### src/rtl/mesh_loader.sv
// Loads a SPI-delivered mesh image into RAM: the first word is a payload count,
// the following words are written to consecutive RAM addresses starting at 0.
module mesh_loader #(
  parameter int ADDR_WIDTH = 11,
  parameter int MAX_WORDS  = 2048
) (
  input  logic                  i_clk,
  input  logic                  i_rstb,
  input  logic                  i_spi_done,
  input  logic [31:0]           i_spi_rdata,
  input  logic                  i_restart,
  output logic                  o_ram_en,
  output logic [3:0]            o_ram_we,
  output logic [ADDR_WIDTH-1:0] o_ram_addr,
  output logic [31:0]           o_ram_di,
  output logic [31:0]           o_word_count,
  output logic                  o_load_done,
  output logic                  o_overflow,
  output logic                  o_busy,
  output logic [1:0]            o_state
);

  // Handshake: i_spi_done is a level flag from another clock domain; each rising
  // edge (after synchronization) is one word, and i_spi_rdata is stable from that
  // rise until the next rise. There is no back-pressure: every word is consumed.

  typedef enum logic [1:0] {S_IDLE, S_LOAD, S_DONE, S_ERR} state_t;

  localparam logic [31:0] MAX_W = 32'(MAX_WORDS);

  state_t                r_state;
  logic                  r_sync1;
  logic                  r_sync2;
  logic                  r_prev;
  logic                  r_armed;
  logic [1:0]            r_settle;
  logic [31:0]           r_hold;
  logic                  r_pend;
  logic                  r_fin;
  logic [ADDR_WIDTH-1:0] r_idx;
  logic [31:0]           r_word_count;
  logic                  r_ram_en;
  logic [3:0]            r_ram_we;
  logic [ADDR_WIDTH-1:0] r_ram_addr;
  logic [31:0]           r_ram_di;
  logic                  r_load_done;
  logic                  r_overflow;

  logic                  w_evt;
  logic                  w_last;

  // r_armed stays low until the synchronizer has settled and seen spi_done low,
  // so a level already high at reset release never counts as a word.
  assign w_evt  = r_sync2 & ~r_prev & r_armed;
  assign w_last = (32'(r_idx) == (r_word_count - 32'd1));

  always_ff @(posedge i_clk) begin
    if (!i_rstb) begin
      r_state      <= S_IDLE;
      r_sync1      <= 1'b0;
      r_sync2      <= 1'b0;
      r_prev       <= 1'b0;
      r_armed      <= 1'b0;
      r_settle     <= 2'd0;
      r_hold       <= 32'd0;
      r_pend       <= 1'b0;
      r_fin        <= 1'b0;
      r_idx        <= '0;
      r_word_count <= 32'd0;
      r_ram_en     <= 1'b0;
      r_ram_we     <= 4'h0;
      r_ram_addr   <= '0;
      r_ram_di     <= 32'd0;
      r_load_done  <= 1'b0;
      r_overflow   <= 1'b0;
    end else begin
      r_sync1 <= i_spi_done;
      r_sync2 <= r_sync1;
      r_prev  <= r_sync2;
      if (r_settle != 2'd2) r_settle <= r_settle + 2'd1;
      else if (!r_sync2)    r_armed  <= 1'b1;

      r_ram_en <= 1'b0;
      r_ram_we <= 4'h0;
      r_ram_di <= 32'd0;
      r_pend   <= 1'b0;
      if (w_evt) r_hold <= i_spi_rdata;

      case (r_state)
        S_IDLE: begin
          if (w_evt) begin
            r_word_count <= i_spi_rdata;
            if (i_spi_rdata == 32'd0) begin
              r_state     <= S_DONE;
              r_load_done <= 1'b1;
            end else if (i_spi_rdata > MAX_W) begin
              r_state    <= S_ERR;
              r_overflow <= 1'b1;
            end else begin
              r_state <= S_LOAD;
              r_idx   <= '0;
            end
          end
        end
        S_LOAD: begin
          if (w_evt && !r_fin) r_pend <= 1'b1;
          if (r_pend) begin
            r_ram_en   <= 1'b1;
            r_ram_we   <= 4'hF;
            r_ram_di   <= r_hold;
            r_ram_addr <= r_idx;
            if (w_last) r_fin <= 1'b1;
            else        r_idx <= r_idx + 1'b1;
          end
          if (r_fin) begin
            r_fin       <= 1'b0;
            r_state     <= S_DONE;
            r_load_done <= 1'b1;
          end
        end
        S_DONE, S_ERR: begin
          if (i_restart) begin
            r_state     <= S_IDLE;
            r_load_done <= 1'b0;
            r_overflow  <= 1'b0;
          end
        end
        default: r_state <= S_IDLE;
      endcase
    end
  end

  assign o_ram_en     = r_ram_en;
  assign o_ram_we     = r_ram_we;
  assign o_ram_addr   = r_ram_addr;
  assign o_ram_di     = r_ram_di;
  assign o_word_count = r_word_count;
  assign o_load_done  = r_load_done;
  assign o_overflow   = r_overflow;
  assign o_busy       = (r_state == S_LOAD);
  assign o_state      = r_state;

endmodule
### config.mk
export PLATFORM = sky130hd
export DESIGN_NAME = mesh_loader
export DESIGN_NICKNAME = d
export VERILOG_FILES = /design/src/rtl/mesh_loader.sv
export SDC_FILE = /design/constraint.sdc
export NUM_CORES = 1
export LEC_CHECK = 0
export CAP_MARGIN = 5
export CELL_PAD_IN_SITES_DETAIL_PLACEMENT = 1
export CELL_PAD_IN_SITES_GLOBAL_PLACEMENT = 2
export CORE_ASPECT_RATIO = 1.75
export CORE_MARGIN = 10
export CORE_UTILIZATION = 29
export DETAILED_ROUTE_END_ITERATION = 10
export PLACE_DENSITY = 0.79
export SLEW_MARGIN = 20
export SYNTH_ARGS = -nofsm -noshare
export SYNTH_HDL_FRONTEND = slang
export SYNTH_SLANG_ARGS = --single-unit
export TNS_END_PERCENT = 50
### constraint.sdc
create_clock -name i_clk -period 3.77 [get_ports i_clk]
set_clock_uncertainty 0.2 [all_clocks]
set_input_delay 0.377 -clock i_clk [delete_from_list [all_inputs] [get_ports i_clk]]
set_output_delay 0.377 -clock i_clk [all_outputs]
set_load 0.02 [all_outputs]
# After elaboration in Yosys (flattened, before gate mapping)
# Index checks and enable logic that the tools add are counted.
[totals]
ff_bits = 135
input_bits = 36
elab_cells = 83
[classes]
n_addsub = 3
n_lt_le_gt_ge = 1
n_eq_ne = 14
n_mux = 27
bitwise = 5
reduce_logical = 16
[ops]
columns = ["cell", "count"]
rows = [
  ["11-bit 2-to-1 mux", 5],
  ["11-bit by 32-bit equality test with 1-bit output", 1],
  ["32-bit by 12-bit > comparator with 1-bit output, second input constant", 1],
  ["32-bit logical NOT", 1],
  ["32-bit by 1-bit subtractor with 32-bit output, second input constant", 1],
  ["11-bit one-hot mux with 2 select lines", 1],
  ["2-bit inequality test, second input constant", 8],
  ["1-bit 2-to-1 mux", 12],
  ["11-bit by 1-bit adder with 11-bit output, second input constant", 1],
  ["2-bit 2-to-1 mux", 5],
  ["2-bit AND reduction", 4],
  ["2-bit one-hot mux with 3 select lines", 1],
  ["3-bit AND reduction", 2],
  ["6-bit AND reduction", 1],
  ["5-bit AND reduction", 1],
  ["2-bit equality test, second input constant", 2],
  ["4-bit 2-to-1 mux", 1],
  ["2-bit by 1-bit inequality test with 1-bit output, second input constant", 2],
  ["4-bit AND reduction", 1],
  ["2-bit nonzero test", 2],
  ["1-bit inverter", 3],
  ["1-bit one-hot mux with 3 select lines", 1],
  ["2-bit by 1-bit adder with 2-bit output, second input constant", 1],
  ["1-bit AND", 2],
  ["6 further kinds", 6],
]

# Longest topological paths before layout
# Gate-level depths: netlist of the first run.
[logic_depth]
word_depth = 5
ltp_mapped = 13
mapped_depth_nobuf = 10

# Worst setup path after synthesis of the first run
# Ideal clock, no wire load.
[synth_path]
kind = "register to register"
from = "register r_word_count[13] (netlist: o_word_count[13])"
to = "register r_fin"
setup_ps = 70
arrival_time_ps = 3057
required_ps = 3500
setup_slack_ps = 443
stages_incl_launch_ff = 9
path_buffers = 0
synth_period_minus_slack_ps = 3327
path_cell_list = "dfxtp_1 or4_4 or2_4 a221oi_2 o2111ai_1 or4_1 or4_1 or3_1 a21oi_1"
[synth_via]
elab_chain_len = 5
[synth_rtl]
columns = ["item", "line", "text"]
rows = [
  ["start, declared", "41", "logic [31:0] r_word_count;"],
  ["start signal, assigned", "92", "r_word_count <= i_spi_rdata;"],
  ["32-bit by 1-bit subtractor with 32-bit output", "55", "assign w_last = (32'(r_idx) == (r_word_count - 32'd1));"],
  ["11-bit by 32-bit equality test with 1-bit output", "55", ""],
  ["1-bit 2-to-1 mux", "112", "if (w_last) r_fin <= 1'b1;"],
  ["1-bit 2-to-1 mux", "107", "if (r_pend) begin"],
  ["1-bit 2-to-1 mux", "115", "if (r_fin) begin"],
  ["end signal, assigned", "67", "r_fin <= 1'b0;"],
  ["end signal, assigned", "112", ""],
  ["end signal, assigned", "116", "r_fin <= 1'b0;"],
  ["end, declared", "39", "logic r_fin;"],
]
# No other way between the ends.
# A chain may end at the register's enable or synchronous reset.

# Final worst setup path of the first run
[layout_path]
from = "register r_word_count[19] (netlist: o_word_count[19])"
to = "register r_fin"
# Same word-level chain as after synthesis.

==> results of run 1 <==
## through the flow
stage	instances	hold WS [ps]	power [mW]	area [um^2]
floorplan	658	212	1.66	5380
global placement	979	227	1.79	6820
detailed placement	979	238	1.80	6820
CTS	1011	246	3.57	7450
global route	1012	255	3.67	7450
finish	1012	245	3.54	7450
## cell usage in the layout, fill, tap and decap left out, drive strengths merged, types with 4 or more instances in the layout
master and count:
or3 4, or4 12, buf 19, nand3 12, a21boi 8, inv 11
clkdlybuf4s50 120, nand4 9, nor3 13, o211ai 4, xor2 8, and3 39
dfxtp 131, clkbuf 19, o31ai 8, and2 5, nor2 25, nand2b 4
a21oi 91, nor4 12, xnor2 9, nand2 170, clkinv 4
## worst register-to-register path, delay by kind of cell, from the launching register on
| family | cells | cell delay [ps] |
|---|---|---|
| simple gates | 6 | 2620 |
| compound gates | 2 | 330 |
| flops | 1 | 390 |
## per-layer routing
metal | up-vias | global-route usage
met3 | 35 | 0.0267
li1 | 2477 | -
met1 | 2498 | 0.177
met2 | 97 | 0.310
met4 | 0 | 0.0635
met5 | - | 0
## worst max-delay path by stage
stage	slack, ps	endpoint	depth (start not counted)	from
global placement	250	r_fin$_SDFFE_PN0P_	8	o_word_count[13]$_SDFFE_PN0P_
global route	40	r_fin$_SDFFE_PN0P_	8	o_word_count[19]$_SDFFE_PN0P_
floorplan	440	r_fin$_SDFFE_PN0P_	8	o_word_count[13]$_SDFFE_PN0P_
finish	140	r_fin$_SDFFE_PN0P_	8	o_word_count[19]$_SDFFE_PN0P_
CTS	80	r_fin$_SDFFE_PN0P_	8	o_word_count[13]$_SDFFE_PN0P_
detailed placement	200	r_fin$_SDFFE_PN0P_	8	o_word_count[13]$_SDFFE_PN0P_
## area by class of cell
type / instances / area share
inverters: 6 / 0.00302
clock inverters: 13 / 0.0232
repair buffers: 139 / 0.182
multi-input cells: 470 / 0.340
clock buffers: 19 / 0.0608
well taps: 234 / 0.0393
flip-flops and latches: 131 / 0.352
## kinds of logic after synthesis
logic type	count (synthesis)	share of synthesized area
xor+xnor	17	0.0277
mux	2	0.00395
buf+inv	57	0.0437
flops	131	0.487
fa+ha+maj	3	0.00698
simple gates	319	0.289
compound gates	129	0.141
## power by group through the flow
stage                     Sequential, mW  Combinational, mW  Clock, mW
after global routing                1.44              0.376       1.86
after floorplan                     1.47              0.193          0
after detailed placement            1.47              0.334          0
after global placement              1.47              0.325          0
after CTS                           1.44              0.340       1.80
final                               1.44              0.340       1.76
## sequential cells by signal, summed over array words and instances (netlist names), 2 cells and up
name,count
o_ram_di,32
o_word_count,32
r_hold,32
o_ram_addr,11
r_idx,11
o_state,2
r_settle,2
## timing repair
item                                    CTS  global route
endpoints found under the setup margin    0             1
setup buffers                             0             1
hold buffers                              0             0
==> impl_metrics.json, run 1 <==
{
  "regArea_um2": 2620,
  "p_clk_frac": 0.497,
  "r2r_cells": 8,
  "grt_pass1_wl_mm": 32.2,
  "viasPerCell": 5.05,
  "holdPathEnd": "r_sync2$_SDFF_PN0_",
  "status": "finished clean",
  "wl_per_cell_um": 20.0,
  "cts_root_buffer": "clkbuf_16",
  "hold_path.startpoint": "r_sync1$_SDFF_PN0_",
  "drt_iter0_drc": 228,
  "setup_ws_ps": 142,
  "htree_num_levels": 4,
  "first_pass_iters": 4,
  "synthCells": 658,
  "rrSetupSlack_ps": 140,
  "route.detailed.drc": 0,
  "clock_latency_ps": 420,
  "ir_drop_mv": 0.233,
  "yosys_warnings": 0,
  "critical_path_buf_inv_count": 0,
  "cts_buffers": 17,
  "p_seq_frac": 0.407,
  "fin_nets": 804,
  "power_density_nw_per_um2": 475,
  "slowest_stage": "or4_1",
  "final_antenna_net_count": 0,
  "die_h_um": 200,
  "cp_top_family": "simple AND/OR/NAND/NOR gates",
  "synthFlopType": "dfxtp_1",
  "max_clock_freq_mhz": 276,
  "worstPathArrival_ps": 3770,
  "synth.largest_area_cell": "dfxtp_1",
  "synthArstFlopShare": 0,
  "critPathMaxFanout": 7,
  "cell_internal_pwr_mw": 2.65,
  "synth_area_leaders": "dfxtp_1 49%, nand2_1 12%, a21oi_1 8.5%",
  "die_area_um2": 24600,
  "hpwl_mm": 15.1,
  "synthesis.area_um2": 5380,
  "diodes": 0,
  "dp_slack_ps": 196,
  "hold_depth": 1,
  "crit_path_start_kind": "flop",
  "area_growth_pct": 38.5,
  "ctsLongestPathBuffers": 2,
  "final_hold_viol_count": 0,
  "antenna_found_initial": 0,
  "cp_cell_sequence": "or4_1 > nor4_4 > nand4_1 > a2bb2oi_1 > or4_1 > or4_1 > or3_1 > a21oi_1",
  "required_ps": 3910,
  "grt_pass1_vias": 5571,
  "multiInputGateArea_um2": 2530,
  "hp-class": "reg2reg",
  "max_slew_margin": 0.334,
  "tightestPinTransition_ps": 996,
  "path_clk_slew_ps": 60,
  "fin_tns_setup_ps": 0,
  "fin_crit_sh": 0.962,
  "initial_core_util": 0.297,
  "nFillCells": 2122,
  "cp-end-kind": "flop",
  "synth_most_common_cell": "nand2_1",
  "core-area_um2": 18100,
  "rows": 65,
  "p_sw_mw": 0.889,
  "grt_remaining_overflow": 0,
  "wl_met2_mm": 11.3,
  "synth_top_area_share": 0.487,
  "leakagePower_nw": 2.77,
  "place_congestion": 0.857,
  "synth-seq-cells": 131,
  "cp_common_cell": "or4_1",
  "synth-edff-count": 0,
  "grt_max_degree": 84,
  "syn-num-nets": 697,
  "slowest_delay_ps": 610,
  "cts_tree": "done",
  "synth_common_cells": "170 x nand2_1, 131 x dfxtp_1, 91 x a21oi_1, 44 x clkbuf_1, 39 x and3_1",
  "met3_length_um": 657,
  "post-route-min-period_ps": 3630,
  "post_cts_resized": 0,
  "setup_viol": 0,
  "top_layer_used": "met4",
  "final_util": 0.411,
  "numPortBuffers": 120,
  "dieWidth_um": 123,
  "pwr-share-comb": 0.096,
  "critPathKind": "reg2reg",
  "grt_usage": 0.166,
  "synth_cell_type_count": 54,
  "vias": 5107,
  "r2r_end": "r_fin$_SDFFE_PN0P_",
  "syn_avg_cell_area_um2": 8.18,
  "cts.sinks": 131,
  "maxCapViolCount": 0,
  "wl_met1_mm": 7.85,
  "ios": 121,
  "rsz0062_at_grt": "no",
  "ys_seq_area_frac": 0.487,
  "r2r_start": "o_word_count[19]$_SDFFE_PN0P_",
  "drive_above_1_share": 0.0835,
  "finalMaxSlewViolations": 0,
  "wl_mm": 20.3,
  "swShare": 0.251
}
(Power assumes the default switching activity.)
==> inputs of run 2 (changes only) <==
--- a/config.mk
+++ b/config.mk
@@ -5,6 +5,7 @@
 export SDC_FILE = /design/constraint.sdc
 export NUM_CORES = 1
 export LEC_CHECK = 0
+export ABC_CLOCK_PERIOD_IN_PS = 3770
 export CAP_MARGIN = 5
 export CELL_PAD_IN_SITES_DETAIL_PLACEMENT = 1
 export CELL_PAD_IN_SITES_GLOBAL_PLACEMENT = 2
==> results of run 2 <==
Same layout as run 1: the final DEF is identical, and so are final timing and power.
